**src/rtl/cpu_pkg.sv**
```systemverilog
// Shared definitions for the 8-bit CPU control path:
// opcodes, ALU and bus select codes, CCR bit positions, sequencer states.
package cpu_pkg;

    localparam logic [7:0] OP_LDA_IMM = 8'h86;
    localparam logic [7:0] OP_LDB_IMM = 8'h88;
    localparam logic [7:0] OP_LDA_DIR = 8'h87;
    localparam logic [7:0] OP_LDB_DIR = 8'h89;
    localparam logic [7:0] OP_STA_DIR = 8'h96;
    localparam logic [7:0] OP_STB_DIR = 8'h97;
    localparam logic [7:0] OP_ADD_AB  = 8'h42;
    localparam logic [7:0] OP_SUB_AB  = 8'h43;
    localparam logic [7:0] OP_AND_AB  = 8'h44;
    localparam logic [7:0] OP_OR_AB   = 8'h45;
    localparam logic [7:0] OP_INCA    = 8'h46;
    localparam logic [7:0] OP_DECA    = 8'h47;
    localparam logic [7:0] OP_INCB    = 8'h48;
    localparam logic [7:0] OP_DECB    = 8'h49;
    localparam logic [7:0] OP_BRA     = 8'h20;
    localparam logic [7:0] OP_BMI     = 8'h21;
    localparam logic [7:0] OP_BEQ     = 8'h22;
    localparam logic [7:0] OP_BNE     = 8'h23;
    localparam logic [7:0] OP_BVS     = 8'h24;
    localparam logic [7:0] OP_BCS     = 8'h25;
    localparam logic [7:0] OP_HALT    = 8'hFF;

    localparam logic [2:0] ALU_ADD  = 3'b000;
    localparam logic [2:0] ALU_SUB  = 3'b001;
    localparam logic [2:0] ALU_AND  = 3'b010;
    localparam logic [2:0] ALU_OR   = 3'b011;
    localparam logic [2:0] ALU_INCA = 3'b100;
    localparam logic [2:0] ALU_DECA = 3'b101;
    localparam logic [2:0] ALU_INCB = 3'b110;
    localparam logic [2:0] ALU_DECB = 3'b111;

    localparam logic [1:0] FROM_ALU    = 2'b00;
    localparam logic [1:0] FROM_TO_BUS = 2'b01;
    localparam logic [1:0] FROM_MEM    = 2'b10;

    localparam logic [1:0] TO_PC = 2'b00;
    localparam logic [1:0] TO_A  = 2'b01;
    localparam logic [1:0] TO_B  = 2'b10;

    localparam int CCR_N = 3;
    localparam int CCR_Z = 2;
    localparam int CCR_V = 1;
    localparam int CCR_C = 0;

    typedef enum logic [4:0] {
        S_FETCH_0 = 5'd0,
        S_FETCH_1 = 5'd1,
        S_FETCH_2 = 5'd2,
        S_DECODE  = 5'd3,
        S_LI0     = 5'd4,
        S_LI1     = 5'd5,
        S_LI2     = 5'd6,
        S_LD0     = 5'd7,
        S_LD1     = 5'd8,
        S_LD2     = 5'd9,
        S_LD3     = 5'd10,
        S_ST0     = 5'd11,
        S_ST1     = 5'd12,
        S_ST2     = 5'd13,
        S_ST3     = 5'd14,
        S_AL0     = 5'd15,
        S_BR0     = 5'd16,
        S_BR1     = 5'd17,
        S_BSKIP   = 5'd18,
        S_HALT    = 5'd19
    } state_t;

    // ALU opcodes 0x42..0x49 map onto ALU_SEL 0..7 in order.
    function automatic logic [2:0] alu_code(input logic [7:0] op);
        return op[2:0] - 3'd2;
    endfunction

endpackage

```
**src/rtl/branch_eval.sv**
```systemverilog
// Branch condition evaluation: decides from opcode and NZVC flags
// whether a conditional branch is taken.
module branch_eval
    import cpu_pkg::*;
(
    input  logic [7:0] IR,
    input  logic [3:0] CCR,
    output logic       taken
);

    always_comb begin
        taken = 1'b0;
        unique case (IR)
            OP_BRA:  taken = 1'b1;
            OP_BMI:  taken = CCR[CCR_N];
            OP_BEQ:  taken = CCR[CCR_Z];
            OP_BNE:  taken = ~CCR[CCR_Z];
            OP_BVS:  taken = CCR[CCR_V];
            OP_BCS:  taken = CCR[CCR_C];
            default: taken = 1'b0;
        endcase
    end

endmodule

```
**src/rtl/instr_sequencer.sv**
```systemverilog
// Moore control sequencer for the 8-bit CPU: fetch, decode and
// per-state control strobes for the data path and memory.
module instr_sequencer
    import cpu_pkg::*;
#(
    parameter state_t RESET_STATE = S_FETCH_0
) (
    input  logic       clk,
    input  logic       reset,
    input  logic [7:0] IR,
    input  logic [3:0] CCR,
    output logic       IR_LOAD,
    output logic       MAR_LOAD,
    output logic       PC_LOAD,
    output logic       PC_INC,
    output logic       A_LOAD,
    output logic       B_LOAD,
    output logic [2:0] ALU_SEL,
    output logic       CCR_LOAD,
    output logic [1:0] FROM_MEMORY_BUS_SEL,
    output logic [1:0] TO_MEMORY_BUS_SEL,
    output logic       mem_write,
    output logic       halted
);

    state_t state;
    state_t state_nxt;
    logic   br_taken;
    logic   sel_b;

    branch_eval u_branch_eval (
        .IR    (IR),
        .CCR   (CCR),
        .taken (br_taken)
    );

    // Instructions whose destination or source register is B.
    assign sel_b = (IR == OP_LDB_IMM) || (IR == OP_LDB_DIR) ||
                   (IR == OP_STB_DIR) || (IR == OP_INCB) ||
                   (IR == OP_DECB);

    always_ff @(posedge clk or negedge reset) begin
        if (!reset) begin
            state <= RESET_STATE;
        end else begin
            state <= state_nxt;
        end
    end

    always_comb begin
        state_nxt = RESET_STATE;
        case (state)
            S_FETCH_0: state_nxt = S_FETCH_1;
            S_FETCH_1: state_nxt = S_FETCH_2;
            S_FETCH_2: state_nxt = S_DECODE;
            S_DECODE: begin
                unique case (IR)
                    OP_LDA_IMM, OP_LDB_IMM:
                        state_nxt = S_LI0;
                    OP_LDA_DIR, OP_LDB_DIR:
                        state_nxt = S_LD0;
                    OP_STA_DIR, OP_STB_DIR:
                        state_nxt = S_ST0;
                    OP_ADD_AB, OP_SUB_AB, OP_AND_AB, OP_OR_AB,
                    OP_INCA, OP_DECA, OP_INCB, OP_DECB:
                        state_nxt = S_AL0;
                    OP_BRA, OP_BMI, OP_BEQ, OP_BNE, OP_BVS, OP_BCS:
                        state_nxt = br_taken ? S_BR0 : S_BSKIP;
                    OP_HALT:
                        state_nxt = S_HALT;
                    default:
                        state_nxt = S_FETCH_0;
                endcase
            end
            S_LI0:   state_nxt = S_LI1;
            S_LI1:   state_nxt = S_LI2;
            S_LI2:   state_nxt = S_FETCH_0;
            S_LD0:   state_nxt = S_LD1;
            S_LD1:   state_nxt = S_LD2;
            S_LD2:   state_nxt = S_LD3;
            S_LD3:   state_nxt = S_FETCH_0;
            S_ST0:   state_nxt = S_ST1;
            S_ST1:   state_nxt = S_ST2;
            S_ST2:   state_nxt = S_ST3;
            S_ST3:   state_nxt = S_FETCH_0;
            S_AL0:   state_nxt = S_FETCH_0;
            S_BR0:   state_nxt = S_BR1;
            S_BR1:   state_nxt = S_FETCH_0;
            S_BSKIP: state_nxt = S_FETCH_0;
            S_HALT:  state_nxt = S_HALT;
            default: state_nxt = S_FETCH_0;
        endcase
    end

    always_comb begin
        IR_LOAD             = 1'b0;
        MAR_LOAD            = 1'b0;
        PC_LOAD             = 1'b0;
        PC_INC              = 1'b0;
        A_LOAD              = 1'b0;
        B_LOAD              = 1'b0;
        ALU_SEL             = ALU_ADD;
        CCR_LOAD            = 1'b0;
        FROM_MEMORY_BUS_SEL = FROM_ALU;
        TO_MEMORY_BUS_SEL   = TO_PC;
        mem_write           = 1'b0;
        halted              = 1'b0;
        case (state)
            S_FETCH_0, S_LI0, S_LD0, S_ST0, S_BR0: begin
                FROM_MEMORY_BUS_SEL = FROM_TO_BUS;
                MAR_LOAD            = 1'b1;
            end
            S_FETCH_1, S_LI1, S_LD1, S_ST1, S_BSKIP: begin
                PC_INC = 1'b1;
            end
            S_FETCH_2: begin
                FROM_MEMORY_BUS_SEL = FROM_MEM;
                IR_LOAD             = 1'b1;
            end
            S_LI2, S_LD3: begin
                FROM_MEMORY_BUS_SEL = FROM_MEM;
                A_LOAD              = ~sel_b;
                B_LOAD              = sel_b;
            end
            // Operand byte is the direct address: chase it into MAR.
            S_LD2, S_ST2: begin
                FROM_MEMORY_BUS_SEL = FROM_MEM;
                MAR_LOAD            = 1'b1;
            end
            S_ST3: begin
                TO_MEMORY_BUS_SEL = sel_b ? TO_B : TO_A;
                mem_write         = 1'b1;
            end
            S_AL0: begin
                ALU_SEL  = alu_code(IR);
                CCR_LOAD = 1'b1;
                A_LOAD   = ~sel_b;
                B_LOAD   = sel_b;
            end
            S_BR1: begin
                FROM_MEMORY_BUS_SEL = FROM_MEM;
                PC_LOAD             = 1'b1;
            end
            S_HALT: begin
                halted = 1'b1;
            end
            default: ;
        endcase
    end

endmodule

```
**config.mk**
```make
export PLATFORM = sky130hd
export DESIGN_NAME = instr_sequencer
export DESIGN_NICKNAME = d
export VERILOG_FILES = /design/src/rtl/cpu_pkg.sv /design/src/rtl/branch_eval.sv /design/src/rtl/instr_sequencer.sv
export SDC_FILE = /design/constraint.sdc
export NUM_CORES = 1
export LEC_CHECK = 0
export BUFFER_PORTS_ARGS = -buffer_cell sky130_fd_sc_hd__buf_2
export CELL_PAD_IN_SITES_DETAIL_PLACEMENT = 1
export CELL_PAD_IN_SITES_GLOBAL_PLACEMENT = 2
export CORE_MARGIN = 3
export CORE_UTILIZATION = 23
export DETAILED_ROUTE_END_ITERATION = 8
export HOLD_SLACK_MARGIN = 0.1
export PLACE_DENSITY_LB_ADDON = 0.2
export SYNTH_ARGS = -nofsm -noshare
export SYNTH_HDL_FRONTEND = slang
export SYNTH_SLANG_ARGS = --single-unit
```
**constraint.sdc**
```tcl
create_clock -name clk -period 1.27 [get_ports clk]
set_input_delay 0.254 -clock clk [delete_from_list [all_inputs] [get_ports clk]]
set_output_delay 0.254 -clock clk [all_outputs]
set_load 0.01 [all_outputs]
```
## After elaboration in Yosys (flattened, before gate mapping)

Cells that the tools add are included.
Widths: inputs -> output; s select.

| cells by class | value |
|---|---|
| $add $sub $neg | 1 |
| eq/ne operators | 40 |
| reduce and logical (&&, ||, !) cells | 15 |
| mux-type cells | 17 |
| bitwise operators | 2 |

Operators with widths:

| operator | number |
|---|---|
| $pmux 5 s14 | 1 |
| $eq 8x7->1 const B | 8 |
| $eq 8x8->1 const B | 7 |
| $eq 8x6->1 const B | 6 |
| $eq 5x4->1 const B | 8 |
| $pmux 5 s6 | 1 |
| $eq 5x3->1 const B | 4 |
| $eq 5x5->1 const B | 4 |
| $reduce_or 6->1 | 2 |
| $eq 5x2->1 const B | 2 |
| $reduce_or 5->1 | 2 |
| $mux 1 | 9 |
| $reduce_or 8->1 | 1 |
| $reduce_or 7->1 | 1 |
| $mux 2 | 3 |
| $pmux 1 s6 | 1 |
| $reduce_or 2->1 | 3 |
| $eq 5x1->1 const B | 1 |
| $logic_not 5->1 | 1 |
| $logic_or 1x1->1 | 4 |
| $pmux 2 s2 | 1 |
| $mux 3 | 1 |
| $reduce_or 3->1 | 1 |
| $sub 3x2->3 const B | 1 |
| $not 1->1 | 2 |

| word-level totals | value |
|---|---|
| output and inout port bits | 16 |
| logic and storage cells | 76 |
| bits of input ports | 14 |
| register bits | 5 |

## Logic depth before layout (Yosys ltp)

Gate-level depths: netlist of the first run.

| depth | value |
|---|---|
| depth in word-level cells | 7 |
| gate-level depth with buffers | 6 |
| mapped depth without buffers | 5 |

## Hierarchy

Synthesis of the first run repeated with hierarchy kept, for this count alone.

| unflattened totals | value |
|---|---|
| cells, all modules | 115 |
| area total of the unflattened synthesis | 847.1 µm² |

By module, submodules not included:

| module | sequential area each (µm²) | cells each | area an instance (µm²) | times used |
|---|---|---|---|---|
| instr_sequencer | 125.1 | 107 | 780.7 | 1 |
| branch_eval | 0.0 | 8 | 66.3 | 1 |

## Worst setup path before layout of the first run

OpenSTA, ideal clock, no wires.

| path | value |
|---|---|
| kind | reg2out |
| start | register state[0] |
| end | output ALU_SEL[0] |
| arrival time | 1.223 ns |
| slack | -0.207 ns |
| path buffers | 1 |
| required time | 1.016 ns |
| stages on the path, launching flop included | 6 |
| cells stage by stage | dfrtp_1 buf_2 nand2_1 or3_1 inv_2 and2_1 |

| on the way | value |
|---|---|
| word-level cells in the longest chain between the ends | 2 |

RTL lines:

| element | RTL line | RTL |
|---|---|---|
| from (decl) | instr_sequencer.sv:26 | `state_t state;` |
| from (signal assigned) | instr_sequencer.sv:46 | `state <= state_nxt;` |
| $eq 5x4->1 | instr_sequencer.sv:108 | `case (state)` |
| $mux 3 | instr_sequencer.sv:108 |  |
| to (decl) | instr_sequencer.sv:18 | `output logic [2:0] ALU_SEL,` |

No other way between the ends.

## Final worst setup path of the first run

| path | value |
|---|---|
| start | register state[0] |
| end | output FROM_MEMORY_BUS_SEL[0] |

| on the way | value |
|---|---|
| word-level cells in the longest chain between the ends | 3 |
| elaborated cells on any way between the ends | 14 |
| those cells by class | eq/ne (10); mux (1); reduce/logical (3) |

RTL lines:

| element | RTL line | RTL |
|---|---|---|
| $eq 5x4->1, or another cell as far along | instr_sequencer.sv:108 |  |
| $reduce_or 6->1 (no line) or $reduce_or 5->1 (tied branches) | - |  |
| $pmux 2 s2 * | instr_sequencer.sv:108 |  |
| to (decl) | instr_sequencer.sv:20 | `output logic [1:0] FROM_MEMORY_BUS_SEL,` |

Every way passes the cells marked *; elsewhere a longest branch is shown, timed or not.

==> metrics.csv, run 1 <==
metric,value,unit
post_drt_wl_per_cell,16.6,um
grt.overflow.total,0,
ys_types,46,
skew,5.45,ps
final_cell_mix,"buf_4 (42), buf_2 (23), buf_6 (14)",
dpl-instance-area,1320,um^2
arrival,1500,ps
crit_path_end_kind,output pin,
fin_ws,-484,ps
worst_pin_slew,295,ps
yosysWarnings,0,
start_util,0.251,
syn_inst,109,
io_buffers,29,
syn_to_final_growth,103,%
final_util,0.508,
antenna_found_initial,0,
clock-root-buffer,clkbuf_4,
synthArstFlopShare,1.00,
hold_viol_final,0,
max-slew-margin-rel,0.802,
timing.fmax,0.570,GHz
fin_tns_setup,-7340,ps
grt_pass1_vias,1247,
drt-total-wl,3.82,mm
holdCritPathClass,in -> async,
synth_nets,123,
place_ws,-304,ps
drt_drc_violations_left,0,
layout-drive-gt1-share,0.704,
cts_inserted_buffers,3,
slowest_stage,dfrtp_2,
grtUsageTotal,0.186,
outcome,"finished, violations left",
detail-route-antenna-nets,0,
htreeDepth,1,
cts_sinks,5,
cts_tree,done,
top_register,state,
dieArea,4180,um^2
rows,20,
synth_area_leader_cell,dfrtp_1,
setup.worst_path.start_class,flop,
rsz0062_at_grt,yes,
grt_pass1_wl,6.00,mm
violations,negative setup slack,
nNetsFinal,201,
maxCapViolCount,0,
ys.flop_type,dfrtp_1,
clkLatencyLatePin,250,ps
power_density,1310,nW/um^2
drv_slew,0,
critPathKind,reg -> out,
synthesis.area,791,um^2
setup_viol,20,
max_stage_delay,470,ps
finalCriticalPeriod,1750,ps
synth_edf_count,0,
ir_drop,647,uV
critical_path.max_fanout,6,
mostFrequentLayoutCell,buf_4,
ys_seq_area_frac,0.158,
grt_max_degree,9,
vias,1142,
dp_hpwl,2.61,mm
ys_top_cells_by_area,"dfrtp_1 (16%), nor2_1 (6.6%), nand3_1 (5.1%)",
core,3150,um^2
clockBufferDepth,2,
ios,30,
fin_area,1600,um^2
n_antenna_cell,0,
path_clk_slew,50,ps
dr.pass1.iters,4,
holdWs,346,ps
yosysTopAreaCellShare,0.158,
die_y,64.6,um
gp_congestion,0.822,
cp.required,1020,ps
syn_avg_cell_area,7.25,um^2
viasPerCell,4.97,
leakage,0.000754,uW
min_period_over_period,1.38,
ys_seq_elements,5,
drt-initial-drc-count,45,
largestRegisters,state: 5 flops,
largest_reg_flops,5,
die_x,64.6,um
crit_chain,"buf_4, nor3_2, a31oi_1, o2bb2ai_2, buf_2",
[stage by stage]
step	total power [uW]	std cells
4_1_cts	2000	226
3_5_place_dp	1570	215
3_3_place_gp	1540	215
2_1_floorplan	946	109
5_1_grt	2280	230
6_report	2100	230
[worst max-delay path, delay by kind of cell (launching register included)]
kind / cells / cell delay (ps)
AO/OA/AOI/OAI: 2 / 220
buffers and inverters: 2 / 340
flip-flops: 1 / 470
AND/OR/NAND/NOR: 1 / 210
[timing repair]
action	CTS	global route
hold endpoints to repair	5	0
setup buffers	6	5
setup endpoints to repair	20	21
hold buffers	1	0
cloned	0	0
pin swaps	14	10
gates resized for setup	25	19
[area by class of cell]
cell class | count | area (um^2)
repair buffers | 81 | 618
multi-input cells | 89 | 738
flip-flops and latches | 5 | 131
clock buffers | 4 | 26.3
fillers | 400 | 1550
well taps | 44 | 55.1
inverters | 7 | 33.8
[cell families after synthesis]
group	share of synthesized area
compound gates	0.278
flops	0.158
mux	0.0142
buf+inv	0.0918
xor+xnor	0.0332
simple gates	0.424
[routing by layer]
metal / vias up / global-route usage / share of wire
met5: - / 0 / 0
met4: 0 / 0.0501 / 0.013
met3: 8 / 0.0433 / 0.044
met2: 35 / 0.302 / 0.51
met1: 553 / 0.245 / 0.43
li1: 546 / - / -
[worst paths after layout]
path	to	slack (ps)	startpoint	depth (start not counted)
setup / recovery	FROM_MEMORY_BUS_SEL[0]	-480	state[0]	5
hold / removal	state[0]	350	reset	2
setup reg to reg	state[1]	-260	state[2]	7
hold reg to reg	state[3]	730	state[1]	2
max in group asynchronous	state[4]	770	reset	2
min in group clk	state[2]	490	IR[3]	5
[power breakdown]
| part | switching [uW] | leakage (uW) | internal, uW |
|---|---|---|---|
| combinational | 775 | 0.000680 | 823 |
| clock | 78.3 | 0.0000150 | 120 |
| sequential | 102 | 0.0000590 | 204 |
| total | 955 | 0.000754 | 1150 |
[cells in the mapped netlist, drive strengths merged, types with 2 or more instances]
cell	instances
nor2	16
nand2	9
nand3	9
inv	7
buf	6
o21ai	6
dfrtp	5
a21oi	4
o211ai	4
nand2b	3
nor3b	3
xor2	3
a32o	2
and2	2
clkbuf	2
nand3b	2
nor3	2
o2111ai	2
o22ai	2
o31ai	2
or2	2
or3	2
Note: power is estimated with default switching activity, not from simulation.
==> inputs of run 2 (changes only) <==
--- a/config.mk
+++ b/config.mk
@@ -16,3 +16,4 @@
 export SYNTH_ARGS = -nofsm -noshare
 export SYNTH_HDL_FRONTEND = slang
 export SYNTH_SLANG_ARGS = --single-unit
+export TNS_END_PERCENT = 20
==> run 2 against run 1 <==
Against the previous run:
- the flow still finishes with violations (negative setup slack)
- routed wire length decreased by 11%
- clock power about the same
- sequential power about the same
- core utilization decreased by 1.1 points
==> metrics.csv, run 2 (synthesis results as in run 1) <==
metric,value,unit
outcome,"finished, violations left",
violations,negative setup slack,
io_buffers,29,
skew,5.59,ps
dieArea,4180,um^2
cts_inserted_buffers,3,
intPower,1170,uW
holdWs,334,ps
fin_tns_setup,-7860,ps
start_util,0.251,
ir_drop,486,uV
gp_congestion,0.774,
rows,20,
cp.depth,5,
drv_slew,0,
multi_input_area,729,um^2
post_drt_wl_per_cell,14.8,um
clock-root-buffer,clkbuf_4,
die_y,64.6,um
grtUsageTotal,0.167,
cp.required,1020,ps
final_cell_mix,"buf_4 (41), buf_2 (25), nor2_1 (12), buf_6 (12), nand3_1 (8)",
timing.rr.start,state[3],
layout-drive-gt1-share,0.665,
p_seq_frac,0.147,
crit_path_end_kind,output pin,
leakage,0.000749,uW
ios,30,
switching_share,0.435,
timing.fmax,0.562,GHz
p_switching,900,uW
hold_viol_final,0,
clkLatencyLatePin,250,ps
largest_reg_flops,5,
path_clk_slew,50,ps
die_x,64.6,um
detail-route-antenna-nets,0,
dp_hpwl,2.64,mm
syn_to_final_growth,98.4,%
rsz0062_at_grt,yes,
clockBufferDepth,2,
cp-startpoint,state[4],
critPathKind,reg -> out,
setup.worst_path.start_class,flop,
grt_max_degree,9,
cts_sinks,5,
fin_ws,-511,ps
setup_viol,21,
vias,1069,
critical_path.max_fanout,5,
r2r_end,state[0],
r2r_cells,7,
worst_pin_slew,337,ps
seq_area,131,um^2
core,3150,um^2
holdCritPathClass,in -> async,
grt.overflow.total,0,
r2r_setup_slack,-270,ps
grt_pass1_vias,1153,
cp-endpoint,ALU_SEL[0],
crit_buf_inv,3,
grt_pass1_wl,5.46,mm
finalCriticalPeriod,1780,ps
arrival,1530,ps
nNetsFinal,200,
drt_drc_violations_left,0,
cts_tree,done,
maxCapViolCount,0,
drt-total-wl,3.39,mm
clkPwrFrac,0.096,
max-slew-margin-rel,0.775,
drt-initial-drc-count,20,
worst_path_dominant_cell_family,simple AND/OR/NAND/NOR gates,
power_density,1320,nW/um^2
mostFrequentLayoutCell,buf_4,
viasPerCell,4.67,
slowest_stage,dfrtp_2,
max_stage_delay,430,ps
htreeDepth,1,
min_period_over_period,1.40,
top_register,state,
antenna_found_initial,0,
fillers,409,
n_antenna_cell,0,
largestRegisters,state: 5 flops,
dr.pass1.iters,4,
crit_chain,"buf_12, or3_4, inv_4, and2_4, buf_6",
combPwrFrac,0.757,
==> run 2: power groups by stage <==
stage / registers [uW] / logic [uW] / clock network [uW]
floorplan: 222 / 663 / 0
global placement: 298 / 1160 / 0
detailed placement: 302 / 1180 / 0
CTS: 304 / 1430 / 205
global route: 318 / 1700 / 210
finish: 304 / 1570 / 198
==> run 2: metrics by stage <==
stage          power (uW)  setup WS (ps)  utilization  cells  cell area (um^2)
5_1_grt              2230           -595        0.498    229              1570
3_5_place_dp         1490           -315        0.408    215              1290
2_1_floorplan         885          -93.3            -    109               840
4_1_cts              1940           -507        0.464    224              1460
3_3_place_gp         1460           -296        0.408    215              1290
6_report             2070           -511        0.498    229              1570
==> run 2: how the worst min path moves through the flow <==
stage / startpoint / endpoint / cells after the start
after floorplan: reset / state[0] / 0
after global placement: reset / state[4] / 1
after detailed placement: reset / state[2] / 1
after CTS: reset / state[2] / 2
after global routing: reset / state[1] / 2
final: reset / state[2] / 2
==> run 2: per-layer routing <==
metal  up-vias  GRT usage  routed length [um]
li1        543          -                   -
met5         -          0                   0
met3         4    0.00693                  54
met1       505      0.202                1470
met2        17      0.317                1800
met4         0     0.0475                  59
==> run 2: repair_timing <==
action,4_1_cts,5_1_grt
pin swaps,9,2
endpoints found under the setup margin,21,21
hold endpoints to repair,5,0
setup buffers,4,5
hold buffers,1,0
gates resized for setup,30,9
==> run 2: area by class of cell <==
type,count,share of cell area
Clock buffer,4,0.0167
Inverter,7,0.0183
Multi-Input combinational cell,89,0.465
Sequential cell,5,0.0837
Tap cell,44,0.0351
Timing Repair Buffer,80,0.381
==> run 2: worst reg2reg max path, cell delays in order, from the launching register on <==
cell and delay [ps]:
dfrtp_2 490, buf_6 140, nor2_4 40, buf_6 120, and2_4 130, nand3b_1 160
o211ai_2 180, nand3b_1 120
==> inputs of run 3 (changes only) <==
--- a/config.mk
+++ b/config.mk
@@ -9,11 +9,12 @@
 export CELL_PAD_IN_SITES_DETAIL_PLACEMENT = 1
 export CELL_PAD_IN_SITES_GLOBAL_PLACEMENT = 2
 export CORE_MARGIN = 3
-export CORE_UTILIZATION = 23
+export CORE_UTILIZATION = 24
 export DETAILED_ROUTE_END_ITERATION = 8
 export HOLD_SLACK_MARGIN = 0.1
 export PLACE_DENSITY_LB_ADDON = 0.2
 export SYNTH_ARGS = -nofsm -noshare
 export SYNTH_HDL_FRONTEND = slang
+export SYNTH_HIERARCHICAL = 1
 export SYNTH_SLANG_ARGS = --single-unit
 export TNS_END_PERCENT = 20
==> run 3 against run 2 <==
Against the previous run:
- the flow still finishes with violations (negative setup slack)
- critical endpoint is now MAR_LOAD
- first-iteration DRC count is 25% lower
- sequential power is 8.9% lower
- worst hold slack better by 23 ps
- highest routed layer unchanged
- maximum frequency is 3.5% higher
- cell count is 0.87% lower
- synthesized area is 7.1% higher
- sequential share of layout area hardly changed
- non-clock buffer count is 9 lower
- global-route usage is 0.059 points higher
- combinational power is 19% lower
==> metrics.csv, run 3 <==
metric,value,unit
outcome,"finished, violations left",
violations,negative setup slack,
grt_pass1_vias,1237,
drt-initial-drc-count,15,
finalCriticalPeriod,1720,ps
holdCritPathClass,in -> async,
max-slew-margin-rel,0.719,
final_cells,227,
post_drt_wl_per_cell,14.2,um
cts_sinks,5,
grtUsageTotal,0.168,
dp_hpwl,2.69,mm
vias,1162,
ios,30,
dp_cells,222,
largestRegisters,state: 5 flops,
cts_inserted_buffers,3,
critical_path.max_fanout,8,
crit_path_end_kind,output pin,
r2r_cells,5,
synth_edf_count,0,
drt_drc_violations_left,0,
ys_seq_area_frac,0.148,
hold_viol_final,0,
syn_avg_cell_area,7.37,um^2
clkLatencyLatePin,250,ps
synthesis.area,847,um^2
die_y,65.4,um
syn_inst,115,
skew,4.62,ps
fin_ws,-450,ps
timing.fmax,0.581,GHz
yosysWarnings,6,
yosysMostFrequentCell,nor2_1,
largest_reg_flops,5,
die_x,65.4,um
final_cell_mix,"buf_4 (38), buf_2 (27), nand2_1 (6)",
post_cts_buffers,0,
r2r_setup_slack,-80,ps
dpl-instance-area,1420,um^2
yosysTopAreaCellShare,0.148,
antenna_found_initial,0,
ys_top_cells_by_area,"dfrtp_1 (15%), o21ai_0 (5.3%), nor2_1 (4.9%)",
io_buffers,29,
core,3200,um^2
ys_seq_elements,5,
synthArstFlopShare,1.00,
busiest_layer,met2,
rsz0062_at_grt,yes,
ys.flop_type,dfrtp_1,
max_stage_delay,450,ps
cts_tree,done,
grt_max_degree,10,
dr.pass1.iters,4,
fin_area,1530,um^2
crit_buf_inv,1,
crit_chain,"or3_4, o21a_1, o21ai_2, buf_2",
path_clk_slew,50,ps
timing.rr.start,state[0],
synth_nets,129,
ys_top_cells_by_count,"nor2_1 (11), o21ai_0 (9), nand2_1 (8), nor2b_1 (6), nor3_1 (6)",
leakage,0.000673,uW
grt_pass1_wl,5.58,mm
worst_pin_slew,421,ps
synth_area_leader_cell,dfrtp_1,
grtUsageMet3,0.0171,
cp.required,1020,ps
critPathKind,reg -> out,
place_ws,-427,ps
setup_viol,21,
r2r_end,state[1],
ir_drop,340,uV
slowest_stage,dfrtp_2,
fillers,426,
setup.worst_path.start_class,flop,
grt_util_met2,0.322,
mostFrequentLayoutCell,buf_4,
layout-drive-gt1-share,0.590,
arrival,1470,ps
power_density,1130,nW/um^2
htreeDepth,1,
maxCapViolCount,0,
drt-total-wl,3.23,mm
nNetsFinal,198,
globalRouteMet1Util,0.177,
clock-root-buffer,clkbuf_4,
dieArea,4280,um^2
viasPerCell,5.12,
ys_types,53,
grt.overflow.total,0,
start_util,0.264,
n_antenna_cell,0,
detail-route-antenna-nets,0,
gp_congestion,0.839,
min_period_over_period,1.35,
clockBufferDepth,2,
syn_to_final_growth,80.7,%
rows,20,
drv_slew,0,
top_register,state,
worst_path_dominant_cell_family,flip-flops,
-- run 3: worst max path at each step --
stage / startpoint / to / slack [ps] / cells after the start
2_1_floorplan: state[4] / TO_MEMORY_BUS_SEL[0] / -130 / 4
3_3_place_gp: IR[5] / TO_MEMORY_BUS_SEL[0] / -400 / 5
3_5_place_dp: IR[5] / TO_MEMORY_BUS_SEL[0] / -430 / 5
4_1_cts: state[3] / MAR_LOAD / -470 / 4
5_1_grt: state[3] / MAR_LOAD / -550 / 4
6_report: state[3] / MAR_LOAD / -450 / 4
-- run 3: what timing repair did --
| item | CTS | global route |
|---|---|---|
| setup endpoints to repair | 21 | 21 |
| hold buffers | 1 | 0 |
| pin swaps | 9 | 7 |
| endpoints found under the hold margin | 5 | 0 |
| resized for setup | 16 | 5 |
-- run 3: layer usage --
metal | part of all wire | wire length [um]
met1 | 0.40 | 1290
met4 | 0.028 | 91
met3 | 0.020 | 65
met2 | 0.55 | 1780
met5 | 0 | 0
-- run 3: stage by stage --
| step | util | hold WS, ps | setup TNS, ps | power (uW) |
|---|---|---|---|---|
| 3_3_place_gp | 0.443 | 64.3 | -4650 | 1440 |
| 2_1_floorplan | - | -41.6 | -1080 | 901 |
| 6_report | 0.478 | 357 | -6340 | 1740 |
| 4_1_cts | 0.473 | 361 | -6410 | 1720 |
| 3_5_place_dp | 0.443 | 69.7 | -4820 | 1460 |
| 5_1_grt | 0.478 | 342 | -8400 | 1910 |
-- run 3: report_power, final --
part / internal, uW / switching, uW
Combinational: 674 / 595
Clock: 119 / 70.7
Sequential: 202 / 75.1
-- run 3: area by class of cell --
cell class / instances / area [um^2] / area share
clock buffers: 4 / 26.3 / 0.0172
inverters: 5 / 18.8 / 0.0123
multi-input cells: 98 / 807 / 0.527
flip-flops and latches: 5 / 128 / 0.0834
well taps: 44 / 55.1 / 0.0360
repair buffers: 71 / 495 / 0.324
-- run 3: kinds of logic (layout without fill, tap and decap cells) --
family	count (synthesis)	count (layout)	share of synthesized area
buf+inv	12	80	0.0768
flops	5	5	0.148
compound gates	34	34	0.290
simple gates	59	59	0.433
fa+ha+maj	1	1	0.0118
xor+xnor	4	4	0.0414
